[config.mk]
export PLATFORM = sky130hd
export DESIGN_NAME = sequential_divider
export DESIGN_NICKNAME = d
export VERILOG_FILES = /design/src/rtl/sequential_divider.sv
export SDC_FILE = /design/constraint.sdc
export NUM_CORES = 1
export LEC_CHECK = 0
export ABC_AREA = 1
export BUFFER_PORTS_ARGS = -buffer_cell sky130_fd_sc_hd__buf_2
export CAP_MARGIN = 30
export CORE_UTILIZATION = 55
export CTS_BUF_LIST = sky130_fd_sc_hd__clkbuf_16
export DETAILED_ROUTE_END_ITERATION = 7
export GPL_TIMING_DRIVEN = 0
export PLACE_DENSITY = 0.85
export SLEW_MARGIN = 20
export SYNTH_ARGS = -nofsm -noshare
export SYNTH_HDL_FRONTEND = slang
export SYNTH_SLANG_ARGS = --single-unit
export TNS_END_PERCENT = 10
[constraint.sdc]
create_clock -name clk -period 2.12 [get_ports clk]
set_input_delay 0.212 -clock clk [delete_from_list [all_inputs] [get_ports clk]]
set_output_delay 0.212 -clock clk [all_outputs]
set_load 0.02 [all_outputs]
[src/rtl/sequential_divider.sv]
// Multi-cycle restoring divider: one quotient bit per clock, start/done handshake.
// Unsigned WIDTH-bit dividend/divisor; divide-by-zero answers in one cycle.
module sequential_divider #(
    parameter int WIDTH = 4
) (
    input  logic             clk,
    input  logic             reset,
    input  logic             start,
    input  logic [WIDTH-1:0] A,
    input  logic [WIDTH-1:0] B,
    output logic [WIDTH-1:0] quotient,
    output logic [WIDTH-1:0] remainder,
    output logic             busy,
    output logic             done,
    output logic             div_by_zero
);

    localparam int CW = (WIDTH > 1) ? $clog2(WIDTH) : 1;
    localparam logic [CW-1:0] LAST = CW'(WIDTH - 1);

    typedef enum logic {IDLE, CALC} state_t;

    state_t           state, state_n;
    logic [WIDTH:0]   rem_q, rem_n;
    logic [WIDTH-1:0] quo_q, quo_n;
    logic [WIDTH-1:0] div_q, div_n;
    logic [CW-1:0]    cnt_q, cnt_n;
    logic [WIDTH-1:0] quotient_n, remainder_n;
    logic             busy_n, done_n, dbz_n;

    logic [WIDTH:0]   shifted, trial;
    logic [WIDTH-1:0] quo_step;
    logic             fits;

    // Partial remainder is WIDTH+1 bits, so the trial difference's MSB is its sign.
    always_comb begin
        shifted  = {rem_q[WIDTH-1:0], quo_q[WIDTH-1]};
        trial    = shifted - {1'b0, div_q};
        fits     = ~trial[WIDTH];
        quo_step = {quo_q[WIDTH-2:0], fits};
    end

    always_comb begin
        state_n     = state;
        rem_n       = rem_q;
        quo_n       = quo_q;
        div_n       = div_q;
        cnt_n       = cnt_q;
        quotient_n  = quotient;
        remainder_n = remainder;
        busy_n      = busy;
        done_n      = 1'b0;
        dbz_n       = div_by_zero;
        case (state)
            IDLE: begin
                if (start) begin
                    if (B != '0) begin
                        quo_n   = A;
                        div_n   = B;
                        rem_n   = '0;
                        cnt_n   = '0;
                        busy_n  = 1'b1;
                        dbz_n   = 1'b0;
                        state_n = CALC;
                    end else begin
                        quotient_n  = '1;
                        remainder_n = A;
                        dbz_n       = 1'b1;
                        done_n      = 1'b1;
                    end
                end
            end
            CALC: begin
                rem_n = fits ? trial : shifted;
                quo_n = quo_step;
                cnt_n = cnt_q + 1'b1;
                if (cnt_q == LAST) begin
                    quotient_n  = quo_step;
                    remainder_n = fits ? trial[WIDTH-1:0] : shifted[WIDTH-1:0];
                    done_n      = 1'b1;
                    busy_n      = 1'b0;
                    state_n     = IDLE;
                end
            end
            default: state_n = IDLE;
        endcase
    end

    always_ff @(posedge clk or posedge reset) begin
        if (reset) begin
            state       <= IDLE;
            rem_q       <= '0;
            quo_q       <= '0;
            div_q       <= '0;
            cnt_q       <= '0;
            quotient    <= '0;
            remainder   <= '0;
            busy        <= 1'b0;
            done        <= 1'b0;
            div_by_zero <= 1'b0;
        end else begin
            state       <= state_n;
            rem_q       <= rem_n;
            quo_q       <= quo_n;
            div_q       <= div_n;
            cnt_q       <= cnt_n;
            quotient    <= quotient_n;
            remainder   <= remainder_n;
            busy        <= busy_n;
            done        <= done_n;
            div_by_zero <= dbz_n;
        end
    end

endmodule

==> results of run 1 <==
worst max-delay path: stages (launching register included):
cell,delay [ns]
sky130_fd_sc_hd__dfrtp_1,0.36
sky130_fd_sc_hd__inv_1,0.07
sky130_fd_sc_hd__ha_1,0.23
sky130_fd_sc_hd__fa_1,0.42
sky130_fd_sc_hd__inv_1,0.09
sky130_fd_sc_hd__nand2_1,0.05
sky130_fd_sc_hd__nand2_1,0.08
sky130_fd_sc_hd__nand3_1,0.10
sky130_fd_sc_hd__nand2_2,0.13
sky130_fd_sc_hd__nand3_1,0.11
sky130_fd_sc_hd__nand3_1,0.12
sky130_fd_sc_hd__nand2_1,0.06
sky130_fd_sc_hd__inv_1,0.05
through the flow:
stage                     worst slack (ns)  hold slack, ns  cell area, sq um  utilization (%)
after floorplan                      0.465           0.252              1370                -
after global placement               0.298           0.427              1510             66.5
after detailed placement             0.242           0.437              1510             66.5
after CTS                            0.169           0.176              1590             69.8
after global routing                0.0137           0.197              1630             71.6
final                                0.177           0.174              1630             71.6
area by class of cell:
type,count,area share [%]
flip-flops and latches,26,39.9
multi-input cells,104,35.0
repair buffers,23,8.76
inverters,33,7.91
clock buffers,3,4.61
well taps,28,2.15
plain buffers,3,1.61
cell usage in the layout (no fill, tap or decap):
| cell | instances |
|---|---|
| sky130_fd_sc_hd__a21oi_1 | 4 |
| sky130_fd_sc_hd__nor2_8 | 1 |
| sky130_fd_sc_hd__nand2_1 | 33 |
| sky130_fd_sc_hd__o21ai_0 | 7 |
| sky130_fd_sc_hd__clkbuf_1 | 1 |
| sky130_fd_sc_hd__nand3_1 | 22 |
| sky130_fd_sc_hd__nor2_1 | 15 |
| sky130_fd_sc_hd__clkbuf_16 | 3 |
| sky130_fd_sc_hd__inv_1 | 31 |
| sky130_fd_sc_hd__xnor2_1 | 1 |
| sky130_fd_sc_hd__buf_2 | 21 |
| sky130_fd_sc_hd__o221ai_1 | 2 |
| sky130_fd_sc_hd__nor2_4 | 1 |
| sky130_fd_sc_hd__fa_1 | 1 |
| sky130_fd_sc_hd__nand2_4 | 1 |
| sky130_fd_sc_hd__or2_1 | 2 |
| sky130_fd_sc_hd__inv_4 | 2 |
| sky130_fd_sc_hd__dlygate4sd3_1 | 1 |
| sky130_fd_sc_hd__a22o_1 | 1 |
| sky130_fd_sc_hd__buf_6 | 2 |
| sky130_fd_sc_hd__nand2_2 | 1 |
| sky130_fd_sc_hd__ha_1 | 5 |
| sky130_fd_sc_hd__or2_2 | 2 |
| sky130_fd_sc_hd__a31oi_1 | 3 |
| sky130_fd_sc_hd__o211ai_1 | 2 |
| sky130_fd_sc_hd__buf_16 | 1 |
| sky130_fd_sc_hd__dfrtp_1 | 26 |
flip-flops by register name, summed over array words and instances, names as in the netlist:
signal,count
div_q,4
quo_q,4
quotient,4
rem_q,4
remainder,4
cnt_q,2
busy,1
div_by_zero,1
done,1
state,1
what timing repair did:
action / 4_1_cts / 5_1_grt
endpoints found under the setup margin: 0 / 3
hold buffers: 0 / 1
endpoints found under the hold margin: 0 / 6
gates resized for setup: 0 / 1
path summary, 6_finish.rpt:
check / from / to
setup reg to reg: quo_q[3] / remainder[3]
max in group asynchronous: reset / div_q[2]
hold reg to reg: div_by_zero / div_by_zero
min in group asynchronous: reset / cnt_q[1]
setup / recovery: quo_q[3] / remainder[3]
hold / removal: B[0] / div_q[0]
power by group through the flow:
stage | sequential [mW] | clock, mW | combinational (mW)
2_1_floorplan | 0.964 | 0 | 0.987
3_3_place_gp | 0.852 | 0 | 1.38
3_5_place_dp | 0.865 | 0 | 1.45
4_1_cts | 0.860 | 0.408 | 1.48
5_1_grt | 0.886 | 0.423 | 1.70
6_report | 0.859 | 0.401 | 1.52
per-layer routing:
metal | vias up | routed length [um] | GRT usage [%]
met4 | 0 | 70 | 10.8
met5 | - | 0 | 0
met1 | 575 | 1250 | 29.2
li1 | 581 | - | -
met3 | 13 | 176 | 2.92
met2 | 57 | 1560 | 45.9
kinds of logic after synthesis:
| kind of cell | after synthesis | share of synthesized area (%) |
|---|---|---|
| AOI/OAI and AO/OA | 19 | 8.38 |
| DFF | 26 | 47.4 |
| xor gates and xnor gates | 1 | 0.638 |
| buffers and inverters | 36 | 11.3 |
| and+or+nand+nor | 78 | 26.3 |
| adders and majority gates | 6 | 6.01 |
==> summary.txt, run 1 <==
Status
  • Status: complete, no violations

GRT
  • Global-route wire length before repair: between 4 and 5 mm
  • Total global-route track usage: between 20 and 30%
  • Antenna violations before repair: 0
  • Via count of the first global-routing pass: roughly 1200
  • Total overflow reported by the global router: 0
  • Maximum number of pins on one net before global-route repair: 27

Clock network
  • Post-CTS setup buffer count: 0
  • Clock Tree Buf Depth: 2
  • CTS H-Tree Depth: 1
  • Post-CTS clock slew at the launch and capture registers of the worst setup and hold paths: about 0.060 ns
  • Worst-Skew Late Latency: 0.25 ns
  • CTS tree: done
  • Root buffer cell: sky130_fd_sc_hd__clkbuf_16
  • TritonCTS buffer count: 3
  • Clock sinks: 26

Worst setup path
  • Worst R2R Setup Slack: 0.18 ns
  • Critical path class: flip-flop to flip-flop
  • Worst path arrival time: 2.14 ns
  • Largest fanout on the critical path: 5
  • Number of cells on the worst reg-to-reg path: 12
  • Data required time of the critical path: between 2 and 2.5 ns
  • Critical Path End Type: flip-flop
  • Worst setup SP type: flip-flop

Yosys
  • Most common cell in the netlist: sky130_fd_sc_hd__nand2_1
  • Asr flop ratio synth: 100%
  • Share of synthesized area occupied by flip-flops and latches: approximately 47%
  • Flop and latch count out of synthesis: 26
  • Number of distinct library cell variants in the gate-level netlist after synthesis: 22
  • Post-synth EDFFs: 0
  • Average cell area after synthesis: roughly 8.3 sq um
  • Cell area after synthesis: around 1400 sq um
  • Prevailing post-synth register cell: sky130_fd_sc_hd__dfrtp_1
  • Leading cell types by count after synthesis: sky130_fd_sc_hd__nand2_1, sky130_fd_sc_hd__inv_1, sky130_fd_sc_hd__dfrtp_1, sky130_fd_sc_hd__nand3_1, sky130_fd_sc_hd__nor2_1
  • Main area contributors after synthesis: sky130_fd_sc_hd__dfrtp_1, sky130_fd_sc_hd__nand2_1, sky130_fd_sc_hd__inv_1, sky130_fd_sc_hd__nand3_1, sky130_fd_sc_hd__ha_1
  • Number of warnings reported in the yosys synthesis log: 0
  • Share of Yosys cell area claimed by the top area cell type: ~47%
  • Number of nets produced by synthesis: 183
  • Cell taking the most area after synthesis: sky130_fd_sc_hd__dfrtp_1
  • Mapped Cells: between 150 and 200

Floorplanning
  • Die Width: between 50 and 60 um
  • DIE AREA: 2700 sq um
  • Core footprint: around 2300 sq um
  • Starting density of the core: 60.4%
  • I/O pin total: 22
  • Floorplan die height: ~52 um
  • Site Rows: 17

Timing
  • Clock tree skew after final layout: ~0.0014 ns
  • Worst slew margin relative to its limit: between 60% and 70%
  • Endpoints failing hold: 0
  • Final period utilization: between 90% and 100%
  • Total Negative Setup Slacks: 0 ns
  • Slew of the pin with the lowest slew margin: 0.454 ns
  • Highest achievable clock rate: 515 MHz
  • RSZ-0062 raised after global routing: no
  • Final-report setup violation count: 0
  • Max-slew violation count: 0
  • Time the worst path needs with I/O delays and setup: ~2 ns

Min path
  • Class of the tightest hold or removal check: input port to flip-flop
  • Cells on Worst Hold Path: 3

Pwr
  • Sequential cell fraction of total power: a little under a third
  • Leakage: ~0.91 nW
  • Sw Share: between 40% and 50%
  • Overall power after layout: 2.78 mW
  • Max IR drop VDD: a little under 1 mV
  • Switching power: roughly 1.2 mW
  • Part of the total power dissipated in the clock network: about 14%
  • Internal power: about 1.5 mW
  • Total power per unit cell area: 1710 nW/um^2
  • Logic gate share of total power: a little over half

Cells and area
  • Number of fill cells in the layout: between 150 and 200
  • Area occupied by multi-input gates: between 500 and 600 sq um
  • Nets: between 200 and 250
  • Fraction of final layout cells with drive strength greater than 1: a little under a fifth
  • Area Overhead vs Synth: 18.6%
  • Footprint of the flip-flops and latches: about 650 sq um
  • Non-filler cells in the finished layout: 220
  • Number of diodes: 0

Place
  • Number of instances in the placed design: around 220
  • I/O Buffers: 21
  • Placer Congestion: ~0.87
  • Placed wire-length estimate after detailed placement: 2.19 mm

Detailed routing
  • Number of DRC markers in iteration 0: a little under 50
  • Detailed Routing Iterations Pass 1: 5
  • Drt total wl: around 3 mm
  • Via total after detailed routing: around 1200
  • Via density: around 5.6
  • Post-route ant nets: 0
  • Number of design rule violations left after detail routing: 0
  • Final routed wire length divided by cell count: ~14 um

Job
  • Max-cap violations: 0
Note: power is estimated with default switching activity, not from simulation.
==> run 2, diff against run 1 <==
Settings changed: CELL_PAD_IN_SITES_DETAIL_PLACEMENT set to 1, CELL_PAD_IN_SITES_GLOBAL_PLACEMENT set to 1, CORE_UTILIZATION 55 to 37, PLACE_DENSITY 0.85 to 0.81.
Clock period 2.12 ns to 1.7 ns, I/O delays scaled along.
==> run 2 against run 1 <==
Compared with the run above: the run now ends with setup timing left; sequential cell count unchanged; fmax grew 7.4%; critical path depth is 2 lower; worst hold slack got worse by 0.059 ns; largest cell class is now multi-input gates; highest routed layer unchanged.
==> summary.txt, run 2 (synthesis gave the netlist of run 1 again) <==
Place
  • Number of instances in the placed design: 233 (+8.4%)
  • I/O Buffers: 21 (unchanged)
  • Placed wire-length estimate after detailed placement: 2.66 mm (+22%)
  • Placer Congestion: 0.819 (-5.5%)

Floorplanning
  • DIE AREA: 3960 sq um (+47%)
  • Core footprint: 3440 sq um (+51%)
  • Floorplan die height: 62.9 um (+21%)
  • I/O pin total: 22 (unchanged)
  • Die Width: 62.9 um (+21%)
  • Starting density of the core: 39.9% (-20 points)
  • Site Rows: 21 (+4)

Detailed routing
  • Drt total wl: 4.08 mm (+33%)
  • Post-route ant nets: 0 (unchanged)
  • Number of DRC markers in iteration 0: 25 (-49%)
  • Final routed wire length divided by cell count: 16.7 um (+20%)
  • Via total after detailed routing: 1244 (+1.5%)
  • Via density: 5.10 (-8.5%)
  • Number of design rule violations left after detail routing: 0 (unchanged)
  • Detailed Routing Iterations Pass 1: 4 (-1)

Cells and area
  • Nets: 216 (+2.4%)
  • Most common cell after layout, fill and taps aside: sky130_fd_sc_hd__nand2_1
  • Final design utilization: 52.4% (-19 points)
  • Number of diodes: 0 (unchanged)
  • Fraction of final layout cells with drive strength greater than 1: 31.8% (+14 points)
  • Leading cell types in the layout, fill and taps excluded: sky130_fd_sc_hd__nand2_1, sky130_fd_sc_hd__inv_1, sky130_fd_sc_hd__dfrtp_1
  • Non-filler cells in the finished layout: 244 (+11%)
  • Area Overhead vs Synth: 31.2%

Clock network
  • Worst-Skew Late Latency: 0.26 ns (about the same)
  • TritonCTS buffer count: 3 (unchanged)
  • Post-CTS clock slew at the launch and capture registers of the worst setup and hold paths: 0.07 ns (about the same)
  • Root buffer cell: sky130_fd_sc_hd__clkbuf_16
  • CTS tree: done
  • Clock sinks: 26 (unchanged)
  • CTS H-Tree Depth: 1 (unchanged)
  • Clock Tree Buf Depth: 2 (unchanged)

GRT
  • Total overflow reported by the global router: 0 (unchanged)
  • Maximum number of pins on one net before global-route repair: 27 (unchanged)
  • Via count of the first global-routing pass: 1368 (+18%)
  • Antenna violations before repair: 0 (unchanged)
  • Global-route wire length before repair: 6.53 mm (+33%)
  • Total global-route track usage: 21.3% (-3.9 points)

Worst setup path
  • Worst path arrival time: 1.99 ns (-0.15 ns)
  • Critical path class: flip-flop to flip-flop
  • Data required time of the critical path: 1.88 ns (-0.44 ns)
  • Worst setup SP type: flip-flop
  • Largest fanout on the critical path: 5 (unchanged)
  • Critical Path End Type: flip-flop

Pwr
  • Max IR drop VDD: 0.889 mV (-10%)
  • Total power per unit cell area: 2300 nW/um^2 (+34%)
  • Overall power after layout: 4.14 mW (+49%)
  • Leakage: 0.944 nW (+4.2%)

Timing
  • Setup WS post-layout: -0.109 ns (-0.287 ns)
  • Endpoints failing hold: 0 (unchanged)
  • Slew of the pin with the lowest slew margin: 0.642 ns (+0.187 ns)
  • Time the worst path needs with I/O delays and setup: 1.81 ns (-0.133 ns)
  • Clock tree skew after final layout: 0.00300 ns (+0.00156 ns)
  • Final period utilization: 106% (+15 points)
  • Worst slew margin relative to its limit: 57.2% (-12 points)
  • Highest achievable clock rate: 553 MHz (+7.4%)
  • Max-slew violation count: 0 (unchanged)
  • RSZ-0062 raised after global routing: yes
  • Total Negative Setup Slacks: -0.699 ns (-0.699 ns)
  • Final-report setup violation count: 9 (+9)

Min path
  • Class of the tightest hold or removal check: input port to flip-flop

Status
  • Violations in the final reports: setup timing
  • Status: finished with violations

Job
  • Max-cap violations: 0 (unchanged)
## run 2: path summary, 6_finish.rpt
| kind | endpoint | slack, ns | depth (start not counted) | from |
|---|---|---|---|---|
| max | quo_q[0] | -0.11 | 10 | div_q[0] |
| min | div_q[0] | 0.11 | 3 | B[0] |
| max reg2reg | quo_q[0] | -0.11 | 10 | div_q[0] |
| min reg2reg | busy | 0.48 | 2 | busy |
| max in group asynchronous | quo_q[3] | 0.88 | 4 | reset |
| min in group asynchronous | quo_q[2] | 0.40 | 3 | reset |
## run 2: final cells by class
| class | count | area (sq um) |
|---|---|---|
| Buffer | 3 | 26.3 |
| Inverter | 33 | 129 |
| Sequential cell | 26 | 651 |
| Tap cell | 46 | 57.6 |
| Clock inverter | 1 | 3.75 |
| Multi-Input combinational cell | 104 | 693 |
| Clock buffer | 3 | 75.1 |
| Timing Repair Buffer | 28 | 168 |
| Fill cell | 424 | 1640 |
## run 2: what timing repair did
action                                  in CTS  in global routing
endpoints found under the setup margin      10                 10
hold buffers                                 0                  1
buffers inserted                             4                  1
pin swaps                                    8                  6
resized for setup                           21                  7
endpoints found under the hold margin        0                 12
## run 2: layer usage
metal	global-route usage, %	routed length [um]	part of all wire [%]	vias up
li1	-	-	-	584
met1	25.6	1660	41	618
met2	39.2	2190	54	31
met3	2.37	139	3.4	11
met4	6.10	88	2.2	0
met5	0	0	0	-
## run 2: report_power, final
| group | leakage [nW] | internal (mW) | switching, mW |
|---|---|---|---|
| sequential | 0.313 | 0.916 | 0.180 |
| clock | 0.0385 | 0.316 | 0.223 |
| combinational | 0.592 | 0.953 | 1.55 |
| total | 0.944 | 2.18 | 1.96 |
## run 2: worst max-delay path: stages (launching register included)
cell	delay, ns
sky130_fd_sc_hd__dfrtp_1	0.42
sky130_fd_sc_hd__ha_4	0.18
sky130_fd_sc_hd__fa_2	0.36
sky130_fd_sc_hd__inv_2	0.07
sky130_fd_sc_hd__nand2_1	0.06
sky130_fd_sc_hd__nand2_2	0.10
sky130_fd_sc_hd__nand3_2	0.11
sky130_fd_sc_hd__nand2_4	0.14
sky130_fd_sc_hd__buf_4	0.12
sky130_fd_sc_hd__nand2_1	0.06
sky130_fd_sc_hd__o221ai_2	0.09
## run 2: through the flow
step	cell area, sq um	setup WS (ns)	hold slack, ns
after floorplan	1370	0.0448	0.210
after global placement	1540	-0.168	0.393
after detailed placement	1540	-0.256	0.391
after CTS	1730	-0.0960	0.119
after global routing	1800	-0.209	0.123
final	1800	-0.109	0.115
==> run 3, diff against run 2 <==
Settings changed: CORE_UTILIZATION 37 to 39, CTS_BUF_LIST sky130_fd_sc_hd__clkbuf_16 to sky130_fd_sc_hd__clkbuf_4 sky130_fd_sc_hd__clkbuf_8, GPL_TIMING_DRIVEN 0 to not set, PLACE_DENSITY 0.81 to 0.85.
==> run 3 against run 2 <==
Compared with the run above: the run still ends with setup timing left; combinational power rose by 4%; sequential cell count is the same; clock skew increased by 0.012 ns; critical path depth is 2 higher; design area is 1.1% higher.
==> summary.txt, run 3 (synthesis gave the netlist of run 1 again) <==
Job
  • Max-cap violations: 0 (unchanged)

Timing
  • Clock tree skew after final layout: 0.0149 ns (+0.0119 ns)
  • Time the worst path needs with I/O delays and setup: 1.75 ns (-0.0596 ns)
  • Slew of the pin with the lowest slew margin: 0.346 ns (-0.296 ns)
  • Endpoints failing hold: 0 (unchanged)
  • Worst slew margin relative to its limit: 76.9% (+20 points)
  • Setup WS post-layout: -0.0498 ns (+0.0596 ns)
  • Max-slew violation count: 0 (unchanged)
  • Highest achievable clock rate: 571 MHz (+3.4%)
  • Final-report setup violation count: 8 (-1)
  • RSZ-0062 raised after global routing: yes
  • Final period utilization: 103% (-3.5 points)

GRT
  • Total overflow reported by the global router: 0 (unchanged)
  • Maximum number of pins on one net before global-route repair: 27 (unchanged)
  • Antenna violations before repair: 0 (unchanged)
  • Via count of the first global-routing pass: 1217 (-11%)
  • Global-route wire length before repair: 6.04 mm (-7.4%)
  • Total global-route track usage: 23.3% (+2.0 points)

Detailed routing
  • Post-route ant nets: 0 (unchanged)
  • Detailed Routing Iterations Pass 1: 4 (unchanged)
  • Via total after detailed routing: 1219 (-2.0%)
  • Number of DRC markers in iteration 0: 28 (+12%)
  • Via density: 4.98 (-2.4%)
  • Final routed wire length divided by cell count: 15.3 um (-8.4%)
  • Number of design rule violations left after detail routing: 0 (unchanged)
  • Drt total wl: 3.75 mm (-8.1%)

Cells and area
  • Fraction of final layout cells with drive strength greater than 1: 35.7% (+3.9 points)
  • Most common cell after layout, fill and taps aside: sky130_fd_sc_hd__nand2_1
  • Leading cell types in the layout, fill and taps excluded: sky130_fd_sc_hd__nand2_1, sky130_fd_sc_hd__inv_1, sky130_fd_sc_hd__dfrtp_1
  • Area Overhead vs Synth: 32.7%
  • Finished layout cell area: 1820 sq um (+1.1%)
  • Nets: 217 (+0.46%)
  • Number of diodes: 0 (unchanged)

Clock network
  • Clock sinks: 26 (unchanged)
  • TritonCTS buffer count: 3 (unchanged)
  • CTS H-Tree Depth: 1 (unchanged)
  • Root buffer cell: sky130_fd_sc_hd__clkbuf_4
  • CTS tree: done
  • Clock Tree Buf Depth: 2 (unchanged)
  • Post-CTS clock slew at the launch and capture registers of the worst setup and hold paths: 0.16 ns (+0.09 ns)
  • Worst-Skew Late Latency: 0.36 ns (+0.10 ns)

Floorplanning
  • Floorplan die height: 61.4 um (-2.5%)
  • DIE AREA: 3760 sq um (-5.0%)
  • I/O pin total: 22 (unchanged)
  • Core footprint: 3360 sq um (-2.3%)
  • Starting density of the core: 40.8% (+0.94 points)
  • Die Width: 61.4 um (-2.5%)
  • Site Rows: 21 (unchanged)

Pwr
  • Leakage: 0.950 nW (+0.57%)
  • Total power per unit cell area: 2290 nW/um^2 (-0.41%)
  • Overall power after layout: 4.17 mW (+0.70%)
  • Max IR drop VDD: 0.867 mV (-2.5%)

Min path
  • Class of the tightest hold or removal check: input port to flip-flop

Place
  • Placed wire-length estimate after detailed placement: 2.59 mm (-2.9%)
  • I/O Buffers: 21 (unchanged)
  • Post-placement worst setup slack: -0.157 ns (+0.0988 ns)
  • Standard cell area after detailed placement: 1560 sq um (+1.7%)
  • Placer Congestion: 0.898 (+9.6%)

Worst setup path
  • Number of cells on the worst reg-to-reg path: 12 (+2)
  • Critical Path End Type: flip-flop
  • Critical path class: flip-flop to flip-flop
  • Largest fanout on the critical path: 5 (unchanged)
  • Data required time of the critical path: 2.02 ns (+0.14 ns)
  • Worst path arrival time: 2.07 ns (+0.08 ns)
  • Worst R2R Setup Slack: -0.05 ns (+0.06 ns)
  • Worst setup SP type: flip-flop
  • Reg2Reg Launch Point: quo_q[3]
  • Destination of the worst register-to-register timing path: remainder[3]
  • Critical Path End: remainder[3]
  • CP startpoint: quo_q[3]

Status
  • Violations in the final reports: setup timing
  • Status: finished with violations
==> run 3: cell types whose count changed in the layout (fill, tap and decap cells not counted), moves of 2 or more <==
| cell | delta |
|---|---|
| sky130_fd_sc_hd__clkinv_1 | -2 |
| sky130_fd_sc_hd__buf_4 | +4 |
| sky130_fd_sc_hd__nand3_1 | -2 |
| sky130_fd_sc_hd__nand3_2 | -2 |
| sky130_fd_sc_hd__clkbuf_16 | -3 |
| sky130_fd_sc_hd__nand2_1 | -2 |
| sky130_fd_sc_hd__nand3_4 | +4 |
| sky130_fd_sc_hd__clkbuf_4 | +3 |
| sky130_fd_sc_hd__nand2_2 | +2 |
==> run 3: layout make-up <==
class	count	area (sq um)
Clock buffer	3	22.5
Clock inverter	1	30.0
Fill cell	411	1540
Inverter	33	129
Multi-Input combinational cell	104	739
Sequential cell	26	651
Tap cell	46	57.6
Timing Repair Buffer	32	194
==> run 3: metrics by stage <==
step	instances	util (%)	TNS [ns]	hold WS (ns)
CTS	245	53.3	-0.114	0.0252
finish	245	54.2	-0.302	0.0233
global placement	237	46.5	-0.118	0.234
global route	245	54.2	-1.26	0.0174
floorplan	166	-	0	0.210
detailed placement	237	46.5	-1.11	0.245
==> run 3: report_power, final <==
| part | switching, mW | total (mW) | internal, mW |
|---|---|---|---|
| clock network | 0.212 | 0.451 | 0.239 |
| registers | 0.202 | 1.11 | 0.912 |
| logic | 1.60 | 2.61 | 1.00 |
| total | 2.02 | 4.17 | 2.15 |
==> run 3: worst min-delay path by stage <==
stage	slack, ns	cells after the start	to	startpoint
after global placement	0.23	3	quotient[3]	reset
after detailed placement	0.25	3	quo_q[2]	reset
after CTS	0.03	3	div_q[0]	B[0]
after floorplan	0.21	1	busy	reset
after global routing	0.02	3	div_q[0]	B[0]
final	0.02	3	div_q[0]	B[0]
==> run 3: what timing repair did <==
| item | in CTS | in global routing |
|---|---|---|
| buffers inserted | 3 | 0 |
| setup endpoints to repair | 10 | 10 |
| hold buffers | 1 | 0 |
| resized for setup | 32 | 6 |
| hold endpoints to repair | 26 | 0 |
| pin swaps | 11 | 5 |
==> run 3: routing by layer <==
layer	track usage, %	part of all wire (%)
met4	10.5	2.1
met2	39.0	52
met5	0	0
met1	29.3	43
met3	4.20	2.6
==> run 3: worst max-delay path, stage by stage, from the launching register on <==
cell and delay [ns]:
sky130_fd_sc_hd__dfrtp_1 0.41, sky130_fd_sc_hd__inv_2 0.06, sky130_fd_sc_hd__ha_4 0.16, sky130_fd_sc_hd__fa_2 0.34
sky130_fd_sc_hd__inv_2 0.08, sky130_fd_sc_hd__nand2_2 0.06, sky130_fd_sc_hd__nand2_2 0.09, sky130_fd_sc_hd__nand3_2 0.09
sky130_fd_sc_hd__nand2_4 0.16, sky130_fd_sc_hd__nand3_4 0.09, sky130_fd_sc_hd__nand3_2 0.08, sky130_fd_sc_hd__nand2_1 0.05
sky130_fd_sc_hd__inv_1 0.05
